===== src/rtl/alu_cmd_sequencer_if.sv =====
// Bundle of every signal between alu_cmd_sequencer and its environment.
//   Request side : in_valid, in_ready, in_a, in_b, in_cmd
//   ALU side     : alu_a, alu_b, alu_cmd, alu_oe (to ALU), alu_d (from ALU)
//   Result side  : res_valid, res_ready, res_data, res_cmd, res_err
//   Status       : fifo_count
// Modport slave is the sequencer itself; master is the surrounding logic
// (request producer, ALU and result consumer).
interface alu_cmd_sequencer_if #(
  parameter int unsigned CNT_W = 3
);
  logic             in_valid;
  logic             in_ready;
  logic [7:0]       in_a;
  logic [7:0]       in_b;
  logic [3:0]       in_cmd;
  logic [7:0]       alu_a;
  logic [7:0]       alu_b;
  logic [3:0]       alu_cmd;
  logic             alu_oe;
  logic [15:0]      alu_d;
  logic             res_valid;
  logic             res_ready;
  logic [15:0]      res_data;
  logic [3:0]       res_cmd;
  logic             res_err;
  logic [CNT_W-1:0] fifo_count;

  modport slave (
    input  in_valid, in_a, in_b, in_cmd, alu_d, res_ready,
    output in_ready, alu_a, alu_b, alu_cmd, alu_oe,
    output res_valid, res_data, res_cmd, res_err, fifo_count
  );

  modport master (
    output in_valid, in_a, in_b, in_cmd, alu_d, res_ready,
    input  in_ready, alu_a, alu_b, alu_cmd, alu_oe,
    input  res_valid, res_data, res_cmd, res_err, fifo_count
  );
endinterface


===== src/rtl/alu_cmd_sequencer.sv =====
// Wrapper stage around the 8-bit-operand / 16-bit-result combinational ALU.
// Requests (a, b, cmd) are buffered in a DEPTH-entry FIFO, issued one at a
// time to the ALU with a single-cycle output enable, and the ALU result is
// registered and offered downstream over valid/ready with a div-by-zero flag.
// Ports:
//   clk   - clock, all state on rising edge
//   rst_n - asynchronous active-low reset
//   bus   - alu_cmd_sequencer_if.slave (request, ALU and result signals)
module alu_cmd_sequencer #(
  parameter int unsigned DEPTH = 4,
  parameter int unsigned CNT_W = 3
) (
  input logic               clk,
  input logic               rst_n,
  alu_cmd_sequencer_if.slave bus
);

  localparam int unsigned PtrW   = $clog2(DEPTH);
  localparam logic [3:0]  CmdDiv = 4'b0101;

  typedef enum logic [1:0] {StIdle, StDrive, StHold} state_e;

  state_e           state_q;
  logic [19:0]      mem_q [DEPTH];
  logic [PtrW-1:0]  wr_ptr_q, rd_ptr_q;
  logic [CNT_W-1:0] count_q, count_d;

  logic [7:0]  alu_a_q, alu_b_q;
  logic [3:0]  alu_cmd_q;
  logic        alu_oe_q;
  logic        res_valid_q;
  logic [15:0] res_data_q;
  logic [3:0]  res_cmd_q;
  logic        res_err_q;

  logic        full, empty, push, pop, div_zero;
  logic [19:0] head;

  // Full is taken from the registered count, so a same-cycle pop never lets a
  // push in while full.
  assign full     = (count_q == CNT_W'(DEPTH));
  assign empty    = (count_q == '0);
  assign push     = bus.in_valid && !full;
  assign head     = mem_q[rd_ptr_q];
  assign div_zero = (alu_cmd_q == CmdDiv) && (alu_b_q == 8'd0);

  always_comb begin
    pop = 1'b0;
    case (state_q)
      StIdle:  pop = !empty;
      StHold:  pop = res_valid_q && bus.res_ready && !empty;
      default: pop = 1'b0;
    endcase
  end

  always_comb begin
    count_d = count_q;
    if (push && !pop) begin
      count_d = count_q + CNT_W'(1);
    end else if (!push && pop) begin
      count_d = count_q - CNT_W'(1);
    end
  end

  // Storage needs no reset: pointers and count define what is valid.
  always_ff @(posedge clk) begin
    if (push) begin
      mem_q[wr_ptr_q] <= {bus.in_a, bus.in_b, bus.in_cmd};
    end
  end

  always_ff @(posedge clk or negedge rst_n) begin
    if (!rst_n) begin
      wr_ptr_q <= '0;
      rd_ptr_q <= '0;
      count_q  <= '0;
    end else begin
      if (push) begin
        wr_ptr_q <= wr_ptr_q + PtrW'(1);
      end
      if (pop) begin
        rd_ptr_q <= rd_ptr_q + PtrW'(1);
      end
      count_q <= count_d;
    end
  end

  always_ff @(posedge clk or negedge rst_n) begin
    if (!rst_n) begin
      state_q     <= StIdle;
      alu_a_q     <= '0;
      alu_b_q     <= '0;
      alu_cmd_q   <= '0;
      alu_oe_q    <= 1'b0;
      res_valid_q <= 1'b0;
      res_data_q  <= '0;
      res_cmd_q   <= '0;
      res_err_q   <= 1'b0;
    end else begin
      case (state_q)
        StIdle: begin
          if (pop) begin
            {alu_a_q, alu_b_q, alu_cmd_q} <= head;
            alu_oe_q <= 1'b1;
            state_q  <= StDrive;
          end
        end
        StDrive: begin
          // Divide by zero never samples the ALU bus, so res_data stays defined.
          alu_oe_q    <= 1'b0;
          res_valid_q <= 1'b1;
          res_data_q  <= div_zero ? 16'hFFFF : bus.alu_d;
          res_cmd_q   <= alu_cmd_q;
          res_err_q   <= div_zero;
          state_q     <= StHold;
        end
        StHold: begin
          if (res_valid_q && bus.res_ready) begin
            res_valid_q <= 1'b0;
            if (pop) begin
              {alu_a_q, alu_b_q, alu_cmd_q} <= head;
              alu_oe_q <= 1'b1;
              state_q  <= StDrive;
            end else begin
              state_q <= StIdle;
            end
          end
        end
        default: state_q <= StIdle;
      endcase
    end
  end

  assign bus.in_ready   = !full;
  assign bus.alu_a      = alu_a_q;
  assign bus.alu_b      = alu_b_q;
  assign bus.alu_cmd    = alu_cmd_q;
  assign bus.alu_oe     = alu_oe_q;
  assign bus.res_valid  = res_valid_q;
  assign bus.res_data   = res_data_q;
  assign bus.res_cmd    = res_cmd_q;
  assign bus.res_err    = res_err_q;
  assign bus.fifo_count = count_q;

endmodule

===== src/flat_wrapper.sv =====
// flat-port wrapper written by rule: the top's interface ports become plain ports
module alu_cmd_sequencer_flat 
#(
  parameter int unsigned DEPTH = 4,
  parameter int unsigned CNT_W = 3
)
  (clk, rst_n, bus_in_valid, bus_in_a, bus_in_b, bus_in_cmd, bus_alu_d, bus_res_ready, bus_in_ready, bus_alu_a, bus_alu_b, bus_alu_cmd, bus_alu_oe, bus_res_valid, bus_res_data, bus_res_cmd, bus_res_err, bus_fifo_count);
  alu_cmd_sequencer_if #(.CNT_W(CNT_W)) bus_i ();
  input logic clk;
  input logic rst_n;
  input wire logic [$bits(bus_i.in_valid)-1:0] bus_in_valid;
  input wire logic [$bits(bus_i.in_a)-1:0] bus_in_a;
  input wire logic [$bits(bus_i.in_b)-1:0] bus_in_b;
  input wire logic [$bits(bus_i.in_cmd)-1:0] bus_in_cmd;
  input wire logic [$bits(bus_i.alu_d)-1:0] bus_alu_d;
  input wire logic [$bits(bus_i.res_ready)-1:0] bus_res_ready;
  output wire logic [$bits(bus_i.in_ready)-1:0] bus_in_ready;
  output wire logic [$bits(bus_i.alu_a)-1:0] bus_alu_a;
  output wire logic [$bits(bus_i.alu_b)-1:0] bus_alu_b;
  output wire logic [$bits(bus_i.alu_cmd)-1:0] bus_alu_cmd;
  output wire logic [$bits(bus_i.alu_oe)-1:0] bus_alu_oe;
  output wire logic [$bits(bus_i.res_valid)-1:0] bus_res_valid;
  output wire logic [$bits(bus_i.res_data)-1:0] bus_res_data;
  output wire logic [$bits(bus_i.res_cmd)-1:0] bus_res_cmd;
  output wire logic [$bits(bus_i.res_err)-1:0] bus_res_err;
  output wire logic [$bits(bus_i.fifo_count)-1:0] bus_fifo_count;
  assign bus_i.in_valid = bus_in_valid;
  assign bus_i.in_a = bus_in_a;
  assign bus_i.in_b = bus_in_b;
  assign bus_i.in_cmd = bus_in_cmd;
  assign bus_i.alu_d = bus_alu_d;
  assign bus_i.res_ready = bus_res_ready;
  assign bus_in_ready = bus_i.in_ready;
  assign bus_alu_a = bus_i.alu_a;
  assign bus_alu_b = bus_i.alu_b;
  assign bus_alu_cmd = bus_i.alu_cmd;
  assign bus_alu_oe = bus_i.alu_oe;
  assign bus_res_valid = bus_i.res_valid;
  assign bus_res_data = bus_i.res_data;
  assign bus_res_cmd = bus_i.res_cmd;
  assign bus_res_err = bus_i.res_err;
  assign bus_fifo_count = bus_i.fifo_count;
  alu_cmd_sequencer #(.DEPTH(DEPTH), .CNT_W(CNT_W)) u_core (.clk(clk), .rst_n(rst_n), .bus(bus_i));
endmodule

===== config.mk =====
export PLATFORM = sky130hd
export DESIGN_NAME = alu_cmd_sequencer_flat
export DESIGN_NICKNAME = d
export VERILOG_FILES = /design/src/rtl/alu_cmd_sequencer_if.sv /design/src/rtl/alu_cmd_sequencer.sv /design/src/flat_wrapper.sv
export SDC_FILE = /design/constraint.sdc
export NUM_CORES = 1
export LEC_CHECK = 0
export ABC_AREA = 0
export BUFFER_PORTS_ARGS = -buffer_cell sky130_fd_sc_hd__buf_2
export CORE_MARGIN = 4
export CORE_UTILIZATION = 55
export CTS_CLUSTER_SIZE = 24
export DETAILED_ROUTE_END_ITERATION = 16
export GPL_TIMING_DRIVEN = 1
export PLACE_DENSITY = 0.78
export RECOVER_POWER = 100
export SYNTH_ARGS = -nofsm -noshare
export SYNTH_HDL_FRONTEND = slang
export SYNTH_SLANG_ARGS = --single-unit

===== constraint.sdc =====
create_clock -name clk -period 2.4 [get_ports clk]
set_input_delay 0.12 -clock clk [delete_from_list [all_inputs] [get_ports clk]]
set_output_delay 0.12 -clock clk [all_outputs]
set_load 0.01 [all_outputs]

==> results of run 1 <==
## area by class of cell
| type | instances | area (um2) | share of cell area [%] |
|---|---|---|---|
| tap | 111 | 139 | 2.14 |
| clock inverter | 9 | 72.6 | 1.12 |
| timing repair buffer | 135 | 803 | 12.4 |
| clock buffer | 23 | 489 | 7.53 |
| sequential | 132 | 3700 | 57.0 |
| inverter | 6 | 22.5 | 0.347 |
| multi-input combinational | 142 | 1260 | 19.5 |
## worst max-delay path by stage
stage / end / slack (ns) / cells after the start
after floorplan: u_core.bus.fifo_count[1] / 0.27 / 8
after global placement: u_core.bus.fifo_count[2] / 0.48 / 8
after detailed placement: u_core.bus.fifo_count[2] / 0.36 / 8
after CTS: u_core.bus.fifo_count[2] / 0.33 / 8
after global routing: u_core.bus.fifo_count[2] / 0.15 / 8
final: u_core.bus.fifo_count[2] / 0.34 / 8
## metrics by stage
stage	cell area (um2)	instances	power, mW	setup WS, ns	utilization, %
final	6490	558	8.73	0.339	71.0
after CTS	6680	558	9.20	0.335	73.0
after global routing	6490	558	9.21	0.151	71.0
after floorplan	5140	291	5.72	0.275	-
after detailed placement	5730	487	6.70	0.357	62.6
after global placement	5730	487	6.53	0.481	62.6
## what timing repair did
action	4_1_cts	5_1_grt
hold endpoints to repair	150	0
gates resized for setup	0	0
hold buffers	39	0
## critical path: stages, from the launching register on
cell and delay (ns):
dfrtp_1 0.46, nor2_1 0.11, a21boi_2 0.31, ha_1 0.25, inv_1 0.06, fa_1 0.38
xor2_1 0.15, nor2_1 0.11, xor2_1 0.17
## state kept, by name, summed over array words and instances (netlist names)
name and cells:
u_core.bus.fifo_count 3, u_core.mem_q 80, u_core.bus.alu_oe 1, u_core.state_q 2, u_core.bus.alu_cmd 4, u_core.bus.res_valid 1, u_core.wr_ptr_q 2, u_core.bus.alu_b 8
u_core.bus.res_data 16, u_core.bus.alu_a 8, u_core.bus.res_cmd 4, u_core.rd_ptr_q 2, u_core.bus.res_err 1
## where the power goes
group | leakage (nW) | switching (mW) | internal (mW)
registers | 1.33 | 0.436 | 3.19
clock network | 0.286 | 0.899 | 1.51
logic | 0.849 | 1.50 | 1.19
total | 2.47 | 2.84 | 5.89
## synth_stat cells, drive strengths merged
cell,number,share of area [%]
nor4,1,0.12
buf,6,1.1
fa,1,0.39
edfxtp,80,47
nor2,35,2.6
o21a,1,0.15
o21ai,2,0.19
inv,6,0.44
mux4,20,8.9
xnor2,2,0.34
a21oi,18,1.8
nor2b,1,0.12
dfrtp,52,25
mux2,22,6.1
clkbuf,5,0.37
nand2,17,1.2
nand3,1,0.097
xor2,4,0.68
ha,5,1.2
a21boi,2,0.58
and2,4,0.49
nor3,2,0.51
nand2b,1,0.12
nor4b,3,0.51
## kinds of logic (layout without fill, tap and decap cells)
logic type	after synthesis	in the layout
and+or+nand+nor	65	65
muxes	42	42
buffers and inverters	17	173
xor gates and xnor gates	6	6
adders and majority gates	6	6
DFF	132	132
AOI/OAI and AO/OA	23	23
## routing by layer
| metal | share of wire, % | vias to the layer above | track usage (%) |
|---|---|---|---|
| met2 | 52 | 95 | 36.0 |
| met4 | 1.1 | 0 | 6.00 |
| li1 | - | 1366 | - |
| met5 | 0 | - | 0 |
| met1 | 42 | 1500 | 24.8 |
| met3 | 5.1 | 10 | 6.92 |
==> run metrics, run 1 <==
status completed; reg-to-reg setup timing slack 0.34 ns; post-synth cell types 29; I/O Pins 87; vias in the first global route 3,229; worst r2r src u_core.bus.fifo_count[0]; DR vias/cell 5.32; Mapped Cells 291; final hold violations 0; Synth Cell Area 0.00514 mm2; CTS tree built; largest net degree at the start of global routing 28; Final Setup Violations 0; Vias 2,971; CTS Buf Count 17; clock buffer depth 2; GP Congestion 0.733; share of layout cells above drive strength 1 17.9%; chip height 105 um; required time of the critical path 2.83 ns; hold_ws 0.0641 ns; dpl hpwl 6310 um; Clock Skew 0.0140 ns; sequential fraction of the synthesis area 72.0%; crit start category flip-flop; IO Port Bufs 86; Crit Path Category flip-flop to flip-flop; Reg2Reg Depth 8; worst hold path type primary input to flip-flop; Setup TNS Final 0 ns; ant diodes 0; FP Rows 35; WL per Instance 19.3 um; clk_lat worst skew 0.51 ns; initial antenna violation count 0; capturing point of the worst reg2reg path u_core.bus.fifo_count[2]; most frequent cells in the layout edfxtp_1 (80), clkbuf_1 (73), dfrtp_1 (52); RSZ-0062 raised after global routing false; Initial Utilization 56.2%; CP Capture Type flip-flop; Routed Wire Length 10,800 um; Hold Path Origin bus_in_valid; achievable clock frequency 485 MHz; DRC 0; P_leak 2.47 nW; synth warn 0; largest family of logic cells by synthesized area multiplexers; Worst setup startpoint u_core.bus.fifo_count[0]; Syn-to-layout area delta 26.3%; most common cell after layout, fill and taps aside edfxtp_1; Worst-Margin Slew 1.39 ns; GRT Total Usage 20.7%; count of nets after finishing 480; CP Data Arrival Time 2.50 ns; Tcrit/Tclk final 85.9%; total gr overflow 0; Pre-antenna DRT Iters 4; mux share of post-synthesis cell area 15.0%; core area 0.00915 mm2; post-route minimum period 2.06 ns; H-Tree Depth 4; Cell Pwr Density 1340 mW/mm2; WHS Path Cells 3; Synth Area in Compound Gates 2.68%; first-pass GRT wire length 17,000 um; syn_area_per_cell 17.7 um2; hold endpoint u_core.wr_ptr_q[0]; clk sinks 132; DRT antenna net count 0; post-synthesis simple-gate area fraction 5.77%; Final Max Tran Viols 0; max_cap viols 0; post-CTS setup buffers 0; Yosys reg bits 132; die area 0.0110 mm2; adder-cell share of the synthesized area 1.61%; Clock Root Buffer clkbuf_8; worst vdd ir 0.000638 V; Worst-path clk slew 0.06 ns; Max-slew headroom 7.09%; Die X 105 um; fillcell total 631; Crit Path Max Fanout 7; post-synthesis xor/xnor area fraction 1.02%; iteration-0 DRC count of the detailed router 165; Mapped Nets 337
Power figures use the tool's default switching activity.
==> run 2: changes to the inputs <==
- MAX_ROUTING_LAYER: default -> met4
==> run 2 against run 1 <==
  * Clock skew decreased by 0.0015 ns
  * Maximum frequency shrank 0.35%
  * First-iteration DRC count shrank 16%
  * Via count is 0.20% lower
  * Global-route usage rose by 0.52 points
  * Utilization did not move
  * Combinational power barely moved
  * Clock-buffer cell count unchanged
  * Clock power about the same
  * Non-clock buffer count unchanged
  * Critical path type unchanged
  * Critical endpoint unchanged
  * Largest power group unchanged
  * Highest routed layer unchanged
==> run metrics, run 2 (synthesis gave the netlist of run 1 again) <==
Reg2Reg Depth 8; DR vias/cell 5.31; share of layout cells above drive strength 1 17.9%; M2 GR Usage 35.9%; max reg flops 80; final hold violations 0; crit path capture u_core.bus.fifo_count[2]; clk sinks 132; GP Congestion 0.742; most frequent cells in the layout edfxtp_1 (80), clkbuf_1 (73), dfrtp_1 (52); chip height 105 um; Vias 2,965; worst r2r src u_core.bus.fifo_count[0]; Crit Path Category flip-flop to flip-flop; H-Tree Depth 4; ant diodes 0; reg-to-reg setup timing slack 0.33 ns; CTS resizes 0; Hold Buf Count CTS 39; clock power share 27.6%; Pre-antenna DRT Iters 4; IO Port Bufs 86; Crit Path Max Fanout 7; Worst-path clk slew 0.06 ns; Seq pwr share 41.6%; WL per Instance 19.3 um; Initial Utilization 56.2%; clock buffer depth 2; iteration-0 DRC count of the detailed router 139; CTS tree built; Clock Skew 0.0126 ns; CP Capture Type flip-flop; Tcrit/Tclk final 86.2%; worst hold path type primary input to flip-flop; max_cap viols 0; dpl hpwl 6310 um; Worst-Margin Slew 1.39 ns; Final Setup Violations 0; switching share of power 32.5%; Die X 105 um; crit start category flip-flop; FP Rows 35; first-pass GRT wire length 17,000 um; Clock Root Buffer clkbuf_8; Setup TNS Final 0 ns; Max-slew headroom 7.21%; Final Max Tran Viols 0; largest net degree at the start of global routing 28; DRT antenna net count 0; count of nets after finishing 480; Syn-to-layout area delta 26.3%; post-CTS setup buffers 0; capturing point of the worst reg2reg path u_core.bus.fifo_count[2]; Routed Wire Length 10,800 um; total gr overflow 0; Psw 2.84 mW; Cell Pwr Density 1340 mW/mm2; core area 0.00915 mm2; status completed; Power Internal 5.89 mW; met3 GRT Util 6.30%; vias in the first global route 3,215; P_leak 2.47 nW; worst vdd ir 0.000636 V; Top Usage Layer GRT met2; RSZ-0062 raised after global routing false; DRC 0; hold_ws 0.0678 ns; combinational power share 30.9%; CTS Buf Count 17; initial antenna violation count 0; post-route minimum period 2.07 ns; achievable clock frequency 483 MHz; CP Data Arrival Time 2.50 ns; required time of the critical path 2.83 ns; largest reg by FF count u_core.mem_q; I/O Pins 87; die area 0.0110 mm2; Worst setup startpoint u_core.bus.fifo_count[0]; most common cell after layout, fill and taps aside edfxtp_1; GRT Total Usage 21.3%; clk_lat worst skew 0.51 ns; met1 GRT Util 25.0%
[run 2: cell counts in the layout (fill, tap and decap cells not counted)]
Identical to the previous run, type by type.
[run 2: per-layer routing]
metal | part of all wire (%) | vias up
met5 | 0 | -
met4 | 0.85 | 0
met3 | 5.0 | 6
met2 | 52 | 105
met1 | 42 | 1489
li1 | - | 1365
[run 2: metrics by stage]
stage                     std cells  utilization [%]  cell area (um2)  power [mW]  setup slack (ns)
after CTS                       558             73.0             6680        9.20             0.335
after global routing            558             71.0             6490        9.21             0.151
after global placement          487             62.6             5730        6.53             0.481
after floorplan                 291                -             5140        5.72             0.275
final                           558             71.0             6490        8.73             0.331
after detailed placement        487             62.6             5730        6.70             0.357
[run 2: worst max-delay path, stage by stage, from the launching register on]
cell	delay (ns)
dfrtp_1	0.46
nor2_1	0.11
a21boi_2	0.31
ha_1	0.25
inv_1	0.06
fa_1	0.38
xor2_1	0.15
nor2_1	0.11
xor2_1	0.17
[run 2: cell type report]
| type | count | area (um2) |
|---|---|---|
| fillers | 631 | 2660 |
| multi-input cells | 142 | 1260 |
| clock inverters | 9 | 72.6 |
| inverters | 6 | 22.5 |
| flip-flops and latches | 132 | 3700 |
| clock buffers | 23 | 489 |
| repair buffers | 135 | 803 |
| well taps | 111 | 139 |
[run 2: worst min-delay path by stage]
stage,end,depth (start not counted),from
after floorplan,u_core.bus.alu_a[0],0,rst_n
after global placement,u_core.bus.alu_cmd[0],1,rst_n
after detailed placement,u_core.bus.alu_a[7],1,rst_n
after CTS,u_core.bus.alu_cmd[3],2,rst_n
after global routing,u_core.wr_ptr_q[0],3,bus_in_valid
final,u_core.wr_ptr_q[0],3,bus_in_valid
[run 2: power by group through the flow]
stage	combinational, mW	sequential, mW	clock (mW)
4_1_cts	3.13	3.62	2.45
5_1_grt	2.95	3.70	2.56
3_3_place_gp	2.94	3.59	0
3_5_place_dp	3.06	3.64	0
2_1_floorplan	1.97	3.74	0
6_report	2.70	3.63	2.41
==> run 3: changes to the inputs <==
- CORE_MARGIN: 4 -> 3
- RECOVER_POWER: 100 -> 25
==> run 3 against run 2 <==
  * Critical path depth is the same
  * Largest power group unchanged
  * Register-to-register slack lost 0.02 ns
  * First-iteration DRC count down 25%
  * Highest routed layer unchanged
  * Clock skew shrank 0.0012 ns
  * Utilization grew 3.6 points
  * Die area decreased by 3.8%
  * Wire length shrank 7.4%
  * Combinational power is 14% higher
  * Critical path type unchanged
  * Largest cell class unchanged
  * Worst setup slack got worse by 0.018 ns
==> run metrics, run 3 (synthesis gave the netlist of run 1 again) <==
status completed; chip height 103 um; Initial Utilization 57.8%; RSZ-0062 raised after global routing false; share of layout cells above drive strength 1 33.4%; clk sinks 132; Routed Wire Length 9970 um; Setup WS pre-CTS 0.354 ns; Final Setup Violations 0; P_leak 2.65 nW; delay-heaviest family, CP adder cells; Vias 2,951; Final WS setup 0.313 ns; final hold violations 0; Max-slew headroom 45.3%; Setup TNS Final 0 ns; Worst-Margin Slew 0.820 ns; DRT antenna net count 0; Syn-to-layout area delta 28.8%; Crit Path Category flip-flop to flip-flop; WL per Instance 18.0 um; Cell Pwr Density 1370 mW/mm2; required time of the critical path 2.84 ns; achievable clock frequency 479 MHz; crit-path cells nor2_1 -> a21boi_2 -> ha_1 -> inv_1 -> fa_1 -> xor2_1 -> nor2_1 -> xor2_1; Clock Skew 0.0113 ns; CTS tree built; Crit Path Max Fanout 7; GRT Total Usage 21.2%; clock buffer depth 2; final cell count without fillers 554; vias in the first global route 3,175; max_cap viols 0; Clock Root Buffer clkbuf_8; DRC 0; CTS Buf Count 17; crit start category flip-flop; Final Max Tran Viols 0; first-pass GRT wire length 15,800 um; max reg flops 80; GP Congestion 0.738; placed insts 484; worst vdd ir 0.000721 V; largest reg by FF count u_core.mem_q; most frequent cells in the layout edfxtp_1 (80), buf_2 (66), dfrtp_1 (52); post-route minimum period 2.09 ns; FP Rows 34; dpl hpwl 5780 um; slowest stage delay, CP 0.47 ns; slowest CP cell dfrtp_1; initial antenna violation count 0; largest net degree at the start of global routing 53; crit path buf inv count 1; Die X 103 um; Power, Total 9.05 mW; worst hold path type primary input to flip-flop; CP Capture Type flip-flop; DR vias/cell 5.33; iteration-0 DRC count of the detailed router 104; total gr overflow 0; H-Tree Depth 4; IO Port Bufs 86; count of nets after finishing 479; CP Data Arrival Time 2.52 ns; I/O Pins 87; most common cell after layout, fill and taps aside edfxtp_1; core area 0.00889 mm2; ant diodes 0; clk_lat worst skew 0.51 ns; Tcrit/Tclk final 87.0%; Worst-path clk slew 0.06 ns; die area 0.0105 mm2; Pre-antenna DRT Iters 4
==> run 3: cell types whose count changed in the layout (fill, tap and decap cells not counted), moves of 3 or more <==
| cell | change |
|---|---|
| and2_1 | +3 |
| and2_0 | -3 |
| clkinv_4 | +3 |
| clkbuf_2 | -5 |
| clkbuf_1 | -51 |
| mux2_4 | +18 |
| buf_2 | +48 |
| clkinvlp_4 | +5 |
| clkinv_2 | -4 |
| buf_4 | +8 |
| mux2_1 | -18 |
==> run 3: final cells by class <==
class / instances / area (um2)
clock inverters: 13 / 138
fillers: 531 / 2270
well taps: 108 / 135
multi-input cells: 142 / 1340
flip-flops and latches: 132 / 3700
repair buffers: 134 / 861
clock buffers: 19 / 422
inverters: 6 / 22.5
==> run 3: timing repair <==
action	in CTS	in global routing
endpoints found under the setup margin	0	0
endpoints found under the hold margin	149	0
buffers inserted	0	0
hold buffers	38	0
resized for setup	0	0
==> run 3: path summary, 6_finish.rpt <==
path | startpoint | end | slack, ns | cells past startpoint
min in group asynchronous | rst_n | u_core.bus.res_data[2] | 0.27 | 3
setup reg to reg | u_core.bus.fifo_count[0] | u_core.bus.fifo_count[2] | 0.31 | 8
max in group asynchronous | rst_n | u_core.wr_ptr_q[1] | 1.68 | 3
hold reg to reg | u_core.bus.res_cmd[3] | u_core.bus.res_cmd[3] | 0.47 | 2
hold / removal | bus_in_valid | u_core.wr_ptr_q[0] | 0.11 | 3
setup / recovery | u_core.bus.fifo_count[0] | u_core.bus.fifo_count[2] | 0.31 | 8
==> run 3: per-stage QoR <==
stage / cell area [um2] / hold slack [ns] / util [%]
floorplan: 5140 / -0.176 / -
global placement: 5710 / 0.280 / 64.2
detailed placement: 5710 / 0.283 / 64.2
CTS: 6650 / 0.0876 / 74.8
global route: 6620 / 0.116 / 74.5
finish: 6620 / 0.114 / 74.5
==> run 3: metal layers <==
metal,wire [um],track usage (%),up-vias,share of wire [%]
met4,72,7.27,0,0.72
li1,-,-,1363,-
met1,4140,24.9,1485,42
met5,0,-,-,0
met3,565,5.95,8,5.7
met2,5190,35.3,95,52
==> run 3: tightest hold or removal path, cell delays in order <==
cell      delay [ns]
buf_2           0.10
a21boi_2        0.19
xnor2_1         0.15
==> run 3: power by group <==
group,leakage (nW),internal (mW),switching (mW)
combinational,1.05,1.56,1.51
sequential,1.33,3.18,0.413
clock,0.257,1.47,0.921
total,2.65,6.21,2.84
